<file path="config.mk">
export PLATFORM = sky130hd
export DESIGN_NAME = alu_op_sequencer
export DESIGN_NICKNAME = d
export VERILOG_FILES = /design/src/rtl/alu_op_sequencer.sv
export SDC_FILE = /design/constraint.sdc
export NUM_CORES = 1
export LEC_CHECK = 0
export CAP_MARGIN = 30
export CORE_ASPECT_RATIO = 1.5
export CORE_UTILIZATION = 40
export DETAILED_ROUTE_END_ITERATION = 7
export HOLD_SLACK_MARGIN = 0.03
export PLACE_DENSITY_LB_ADDON = 0.08
export SETUP_SLACK_MARGIN = 0.5
export SYNTH_ARGS = -nofsm -noshare
export SYNTH_HDL_FRONTEND = slang
export SYNTH_SLANG_ARGS = --single-unit
</file>
<file path="constraint.sdc">
create_clock -name clk -period 1.8 [get_ports clk]
set_clock_uncertainty 0.05 [all_clocks]
set_input_delay 0.54 -clock clk [delete_from_list [all_inputs] [get_ports clk]]
set_output_delay 0.54 -clock clk [all_outputs]
set_load 0.05 [all_outputs]
</file>
<file path="src/rtl/alu_op_sequencer.sv">
// rtl/alu_op_sequencer.sv - one-at-a-time ALU operation sequencer with C/Z flag ownership
module alu_op_sequencer #(
  parameter int DATA_W     = 32,
  parameter int MUL_CYCLES = 4
) (
  input  logic              clk,
  input  logic              rst_n,
  input  logic              req_valid,
  output logic              req_ready,
  input  logic [1:0]        req_opcode,
  input  logic              req_func7,
  input  logic [2:0]        req_func3,
  input  logic [DATA_W-1:0] req_a,
  input  logic [DATA_W-1:0] req_b,
  output logic [3:0]        alu_control,
  output logic [DATA_W-1:0] alu_a,
  output logic [DATA_W-1:0] alu_b,
  output logic              alu_cin,
  input  logic [DATA_W-1:0] alu_result,
  input  logic              alu_cout,
  output logic              rsp_valid,
  input  logic              rsp_ready,
  output logic [DATA_W-1:0] rsp_result,
  output logic              flag_c,
  output logic              flag_z,
  output logic              busy
);

  localparam int CNT_W = (MUL_CYCLES > 1) ? $clog2(MUL_CYCLES) : 1;
  localparam logic [3:0] CODE_MULS = 4'd5;

  typedef enum logic [1:0] {S_IDLE, S_EXEC, S_MULW, S_RESP} state_t;

  state_t            state;
  state_t            state_nxt;
  logic [3:0]        dec_code;
  logic [3:0]        code_q;
  logic [1:0]        opcode_q;
  logic [CNT_W-1:0]  cnt;
  logic              accept;
  logic              mul_wait;
  logic              capture;
  logic              driving;

  always_comb begin
    dec_code = 4'd0;
    case (req_opcode)
      2'b01: dec_code = 4'd1;
      2'b10: begin
        case ({req_func7, req_func3})
          4'b0_000: dec_code = 4'd0;
          4'b1_000: dec_code = 4'd1;
          4'b0_001: dec_code = 4'd2;
          4'b1_001: dec_code = 4'd3;
          4'b1_010: dec_code = 4'd4;
          4'b1_011: dec_code = 4'd5;
          4'b0_111: dec_code = 4'd6;
          4'b0_110: dec_code = 4'd7;
          4'b1_111: dec_code = 4'd8;
          default:  dec_code = 4'd0;
        endcase
      end
      default: dec_code = 4'd0;
    endcase
  end

  assign accept   = (state == S_IDLE) && req_valid;
  // With MUL_CYCLES==1 a multiply finishes in EXEC like any other op.
  assign mul_wait = (code_q == CODE_MULS) && (MUL_CYCLES > 1);
  assign capture  = ((state == S_EXEC) && !mul_wait) ||
                    ((state == S_MULW) && (cnt == CNT_W'(1)));

  always_ff @(posedge clk) begin
    if (!rst_n) state <= S_IDLE;
    else        state <= state_nxt;
  end

  always_comb begin
    state_nxt = state;
    case (state)
      S_IDLE: if (req_valid) state_nxt = S_EXEC;
      S_EXEC: state_nxt = mul_wait ? S_MULW : S_RESP;
      S_MULW: if (cnt == CNT_W'(1)) state_nxt = S_RESP;
      S_RESP: if (rsp_ready) state_nxt = S_IDLE;
      default: state_nxt = S_IDLE;
    endcase
  end

  always_comb begin
    driving     = (state == S_EXEC) || (state == S_MULW);
    req_ready   = (state == S_IDLE);
    busy        = (state != S_IDLE);
    rsp_valid   = (state == S_RESP);
    alu_control = driving ? code_q : 4'd0;
    alu_cin     = driving && ((code_q == 4'd0) || (code_q == 4'd2)) && flag_c;
  end

  always_ff @(posedge clk) begin
    if (!rst_n) begin
      code_q     <= 4'd0;
      opcode_q   <= 2'd0;
      alu_a      <= '0;
      alu_b      <= '0;
      cnt        <= '0;
      rsp_result <= '0;
      flag_c     <= 1'b0;
      flag_z     <= 1'b0;
    end else begin
      if (accept) begin
        code_q   <= dec_code;
        opcode_q <= req_opcode;
        alu_a    <= req_a;
        alu_b    <= req_b;
      end
      if ((state == S_EXEC) && mul_wait) cnt <= CNT_W'(MUL_CYCLES - 1);
      else if (state == S_MULW)          cnt <= cnt - CNT_W'(1);
      if (capture) begin
        rsp_result <= alu_result;
        // Only R-type ops are architectural flag writers; C only for add/sub family.
        if (opcode_q == 2'b10) begin
          flag_z <= (alu_result == '0);
          if (code_q <= 4'd4) flag_c <= alu_cout;
        end
      end
    end
  end

endmodule

</file>
==> results.sh, run 1 <==
export IMPL_status="stopped before the end"
export IMPL_lastStage="5_1_grt"
export IMPL_tool_error="[ERROR DPL-0038] Utilization greater than 100%, impossible to legalize"
export IMPL_dieWidth_um=86.5
export IMPL_placed_cells=865
export IMPL_syn_area_um2=4280
export IMPL_cts_path_max_buffers=2
export IMPL_fp_dieH_um=129
export IMPL_yosys_top_cells_area="dfxtp_1 51%, nand2_1 18%, a21boi_0 13%"
export IMPL_synth_distinct_cells=39
export IMPL_ctsHoldBuffers=0
export IMPL_ys_seq_elements=108
export IMPL_htree_levels=3
export IMPL_synthCells=517
export IMPL_synthArstFlopShare_pct=0
export IMPL_synth_top_family_by_area="simple AND/OR/NAND/NOR gates"
export IMPL_io_pins=213
export IMPL_cts_root_buffer="clkbuf_16"
export IMPL_synth_xor_area_share_pct=0.409
export IMPL_syn_avg_cell_area_um2=8.28
export IMPL_synthAdderAreaFrac_pct=2.34
export IMPL_cts_inserted_buffers=9
export IMPL_clkSinkCount=108
export IMPL_synth_compound_area_share_pct=18.5
export IMPL_synthMuxAreaShare_pct=0.702
export IMPL_rows=45
export IMPL_port_buffers=212
export IMPL_yosysWarningCount=0
export IMPL_grt_worst_endpoint="state[1]$_SDFFE_PN0P_/D"
export IMPL_grt_start_max_net_pins=81
export IMPL_synth_edf_count=0
export IMPL_yosysTopAreaCell="dfxtp_1"
export IMPL_gp_congestion=0.794
export IMPL_hpwlAfterDp_um=10200
export IMPL_synth_fp_nets=632
export IMPL_ys_flop_type="dfxtp_1"
export IMPL_synth_simple_gate_area_share_pct=23.1
export IMPL_synth_top_area_share_pct=50.5
export IMPL_yosysSeqAreaShare_pct=50.5
export IMPL_start_util_pct=41.8
export IMPL_worstEndpointType="register input"
==> synth_stat cells, drive strengths merged, types with 2 or more instances <==
| cell | instances |
|---|---|
| nand2 | 203 |
| dfxtp | 108 |
| a21boi | 73 |
| a21oi | 30 |
| clkbuf | 21 |
| buf | 12 |
| inv | 11 |
| ha | 8 |
| nor4 | 6 |
| and2 | 4 |
| nor2b | 4 |
| nor3b | 4 |
| o21ai | 4 |
| mux2i | 3 |
| a22oi | 2 |
| nand4 | 2 |
| nor2 | 2 |
| nor3 | 2 |
| nor4b | 2 |
| or4 | 2 |
==> logic make-up after synthesis <==
group	after synthesis
AOI/OAI and AO/OA	115
and+or+nand+nor	237
muxes	3
adders and majority gates	8
buffers and inverters	44
DFF	108
xor gates and xnor gates	2
==> repair_timing <==
action                     4_1_cts
buffers inserted                37
pin swaps                       83
setup endpoints to repair      213
resized for setup              379
cloned                          13
==> through the flow <==
step                instance area (um^2)  utilization (%)  setup slack [ns]
CTS                                 9580             93.4            -0.260
detailed placement                  7850             76.6            -0.540
global placement                    7850             76.6            -0.430
floorplan                           4450                -            -0.141
==> run 2, diff against run 1 <==
==> config.mk (replaced) <==
export PLATFORM = sky130hd
export DESIGN_NAME = alu_op_sequencer
export DESIGN_NICKNAME = d
export VERILOG_FILES = /design/src/rtl/alu_op_sequencer.sv
export SDC_FILE = /design/constraint.sdc
export NUM_CORES = 1
export LEC_CHECK = 0
export CAP_MARGIN = 30
export CORE_UTILIZATION = 39
export DETAILED_ROUTE_END_ITERATION = 7
export PLACE_DENSITY_LB_ADDON = 0.15
export SYNTH_ARGS = -nofsm -noshare
export SYNTH_HDL_FRONTEND = slang
export SYNTH_SLANG_ARGS = --single-unit
==> run 2 against run 1 <==
  * The flow now finishes, with violations (setup timing)
  * Area after synthesis stayed put
  * Synthesized cell count stayed put
==> results.sh, run 2 <==
export IMPL_status="finished with violations"
export IMPL_violations="setup timing"
export IMPL_reg2reg_depth=7
export IMPL_final_cell_mix="201 x nand2_1, 111 x buf_12, 105 x dfxtp_1"
export IMPL_ys_flop_type="dfxtp_1"
export IMPL_rows=37
export IMPL_finalSetupViolCount=8
export IMPL_fp_coreArea_um2=10500
export IMPL_final_nets=863
export IMPL_drtIter0Drc=146
export IMPL_critPathKind="flop to output pin"
export IMPL_min_to="opcode_q[1]$_SDFFE_PN0P_"
export IMPL_io_pins=213
export IMPL_grtUsageTotal_pct=23.3
export IMPL_gp_congestion=0.803
export IMPL_holdCritStartpoint="opcode_q[1]$_SDFFE_PN0P_"
export IMPL_finalMaxSlewViolations=0
export IMPL_wl_per_cell_um=15.3
export IMPL_slowest_stage="dfxtp_4"
export IMPL_syn2layout_area_growth_pct=92.6
export IMPL_placed_cells=864
export IMPL_start_util_pct=40.9
export IMPL_syn_avg_cell_area_um2=8.28
export IMPL_power_density_nw_per_um2=1390
export IMPL_grt_pass1_wl_um=20800
export IMPL_synth_distinct_cells=39
export IMPL_final_common_cell="nand2_1"
export IMPL_worst_slew_margin_rel_pct=65.9
export IMPL_diodes=0
export IMPL_yosysTopAreaCell="dfxtp_1"
export IMPL_drc=0
export IMPL_grt_pass1_vias=4369
export IMPL_min_period_ns=2.07
export IMPL_instances_no_fill=888
export IMPL_synth_most_common_cell="nand2_1"
export IMPL_layout_setup_ws_ns=-0.268
export IMPL_worst_r2r_endpoint="state[0]$_SDFFE_PN0P_"
export IMPL_antenna_found_initial=0
export IMPL_grt_start_max_net_pins=39
export IMPL_clkSinkCount=108
export IMPL_fillers=704
export IMPL_dieArea_um2=11400
export IMPL_synth_edf_count=0
export IMPL_htree_levels=3
export IMPL_r2r_start="state[0]$_SDFFE_PN0P_"
export IMPL_p_leak_nw=3.26
export IMPL_final_util_pct=78.8
export IMPL_hpwlAfterDp_um=10000
export IMPL_fp_dieH_um=107
export IMPL_drt_total_wl_um=13500
export IMPL_met1_usage_pct=24.6
export IMPL_clkTransAtPathRegs_ns=0.09
export IMPL_clock_fmax_mhz=483
export IMPL_finalHoldViolations=0
export IMPL_viasPerCell=4.89
export IMPL_yosys_top_cells_area="dfxtp_1 51%, nand2_1 18%, a21boi_0 13%"
export IMPL_max_cap_viol_count=0
export IMPL_synth_top_area_share_pct=50.5
export IMPL_r2r_slack_ns=-0.16
export IMPL_peakVddDrop_mv=1.02
export IMPL_cts_path_max_buffers=2
export IMPL_clk_latency_ns=0.37
export IMPL_layout_drive_gt1_share_pct=25.1
export IMPL_detailroute_via_count=4343
export IMPL_synth_fp_nets=632
export IMPL_ys_seq_elements=108
export IMPL_firstDrtPassIters=6
export IMPL_grt_overflow_total=0
export IMPL_met3_usage_pct=7.60
export IMPL_cts_tree="done"
export IMPL_yosysSeqAreaShare_pct=50.5
export IMPL_ant_nets=0
export IMPL_path_cells="inv_4 -> ha_4 -> nand2_4 -> nor4_4 -> buf_12"
export IMPL_hold_class="flop to flop"
export IMPL_hold_depth=2
export IMPL_gr_max_usage_layer="met2"
export IMPL_port_buffers=212
export IMPL_finalCritPeriodShare_pct=115
export IMPL_tightest_slew_ns=0.512
export IMPL_rsz0062_at_grt="yes"
export IMPL_cp_end_kind="output pin"
export IMPL_dieWidth_um=107
export IMPL_cp_max_fo=2
export IMPL_synthArstFlopShare_pct=0
export IMPL_reg_largest_list="alu_a x32, alu_b x32, rsp_result x32"
export IMPL_required_ns=1.21
export IMPL_met2_usage_pct=42.4
export IMPL_cts_root_buffer="clkbuf_8"
export IMPL_cp_arrival_ns=1.48
export IMPL_cts_inserted_buffers=9
export IMPL_syn_area_um2=4280
export IMPL_yosysWarningCount=0
export IMPL_synth_common_cells="203 x nand2_1, 108 x dfxtp_1, 72 x a21boi_0"
export IMPL_critPathLaunchType="flop"
export IMPL_cp_slowest_stage_delay_ns=0.38
export IMPL_synthCells=517
run 2: stage by stage:
stage / TNS, ns / setup WS [ns] / total power [mW] / hold WS (ns) / area (um^2)
finish: -1.53 / -0.268 / 11.4 / 0.418 / 8240
floorplan: -0.141 / -0.141 / 6.39 / 0.388 / 4330
CTS: -1.36 / -0.287 / 11.3 / 0.423 / 8120
global placement: -5.96 / -0.533 / 9.43 / 0.397 / 7830
global route: -2.09 / -0.325 / 12.0 / 0.422 / 8240
detailed placement: -8.83 / -0.551 / 9.59 / 0.410 / 7830
run 2: where the power goes:
group | switching (mW) | total (mW) | leakage (nW) | internal (mW)
logic | 3.40 | 6.46 | 2.27 | 3.06
clock network | 0.787 | 1.56 | 0.102 | 0.772
registers | 0.504 | 3.40 | 0.885 | 2.90
total | 4.69 | 11.4 | 3.26 | 6.73
run 2: cell type report:
cell class	instances	area (um^2)	share of cell area, %
clock inverter	5	77.6	0.941
timing repair buffer	253	3600	43.6
tap	136	170	2.06
multi-input combinational	365	2050	24.9
sequential	108	2170	26.3
inverter	11	47.5	0.577
clock buffer	10	128	1.55
run 2: layer usage:
layer | up-vias | wire (um)
li1 | 2149 | -
met1 | 2025 | 5080
met2 | 140 | 7110
met3 | 29 | 968
met4 | 0 | 384
met5 | - | 0
run 2: cell families after synthesis:
| logic type | count (synthesis) | synth area share [%] |
|---|---|---|
| buffers and inverters | 44 | 4.44 |
| flip-flops | 108 | 50.5 |
| AO/OA/AOI/OAI | 115 | 18.5 |
| AND/OR/NAND/NOR | 237 | 23.1 |
| multiplexers | 3 | 0.702 |
| XOR/XNOR | 2 | 0.409 |
| adder cells (fa/ha/maj) | 8 | 2.34 |
run 2: repair_timing:
action	in CTS	in global routing
hold buffers	0	0
setup buffers	4	4
setup endpoints to repair	8	14
gates resized for setup	21	20
pin swaps	8	11
cloned	0	1
run 2: worst max-delay path by stage:
stage                     depth (start not counted)  slack [ns]                  start                   to
final                                             5       -0.27  state[0]$_SDFFE_PN0P_              alu_cin
after CTS                                         5       -0.29  state[0]$_SDFFE_PN0P_              alu_cin
after detailed placement                          6       -0.55         alu_result[25]  flag_z$_SDFFE_PN0P_
after global placement                            6       -0.53         alu_result[31]  flag_z$_SDFFE_PN0P_
after floorplan                                   4       -0.14  state[1]$_SDFFE_PN0P_              alu_cin
after global routing                              5       -0.32  state[1]$_SDFFE_PN0P_              alu_cin
run 2: worst max-delay path: cells and delay by family (launching register included):
| family | cells | cell delay, ns |
|---|---|---|
| adders and majority gates | 1 | 0.27 |
| buffers and inverters | 2 | 0.22 |
| DFF | 1 | 0.38 |
| and+or+nand+nor | 2 | 0.23 |
Note: power is estimated with default switching activity, not from simulation.
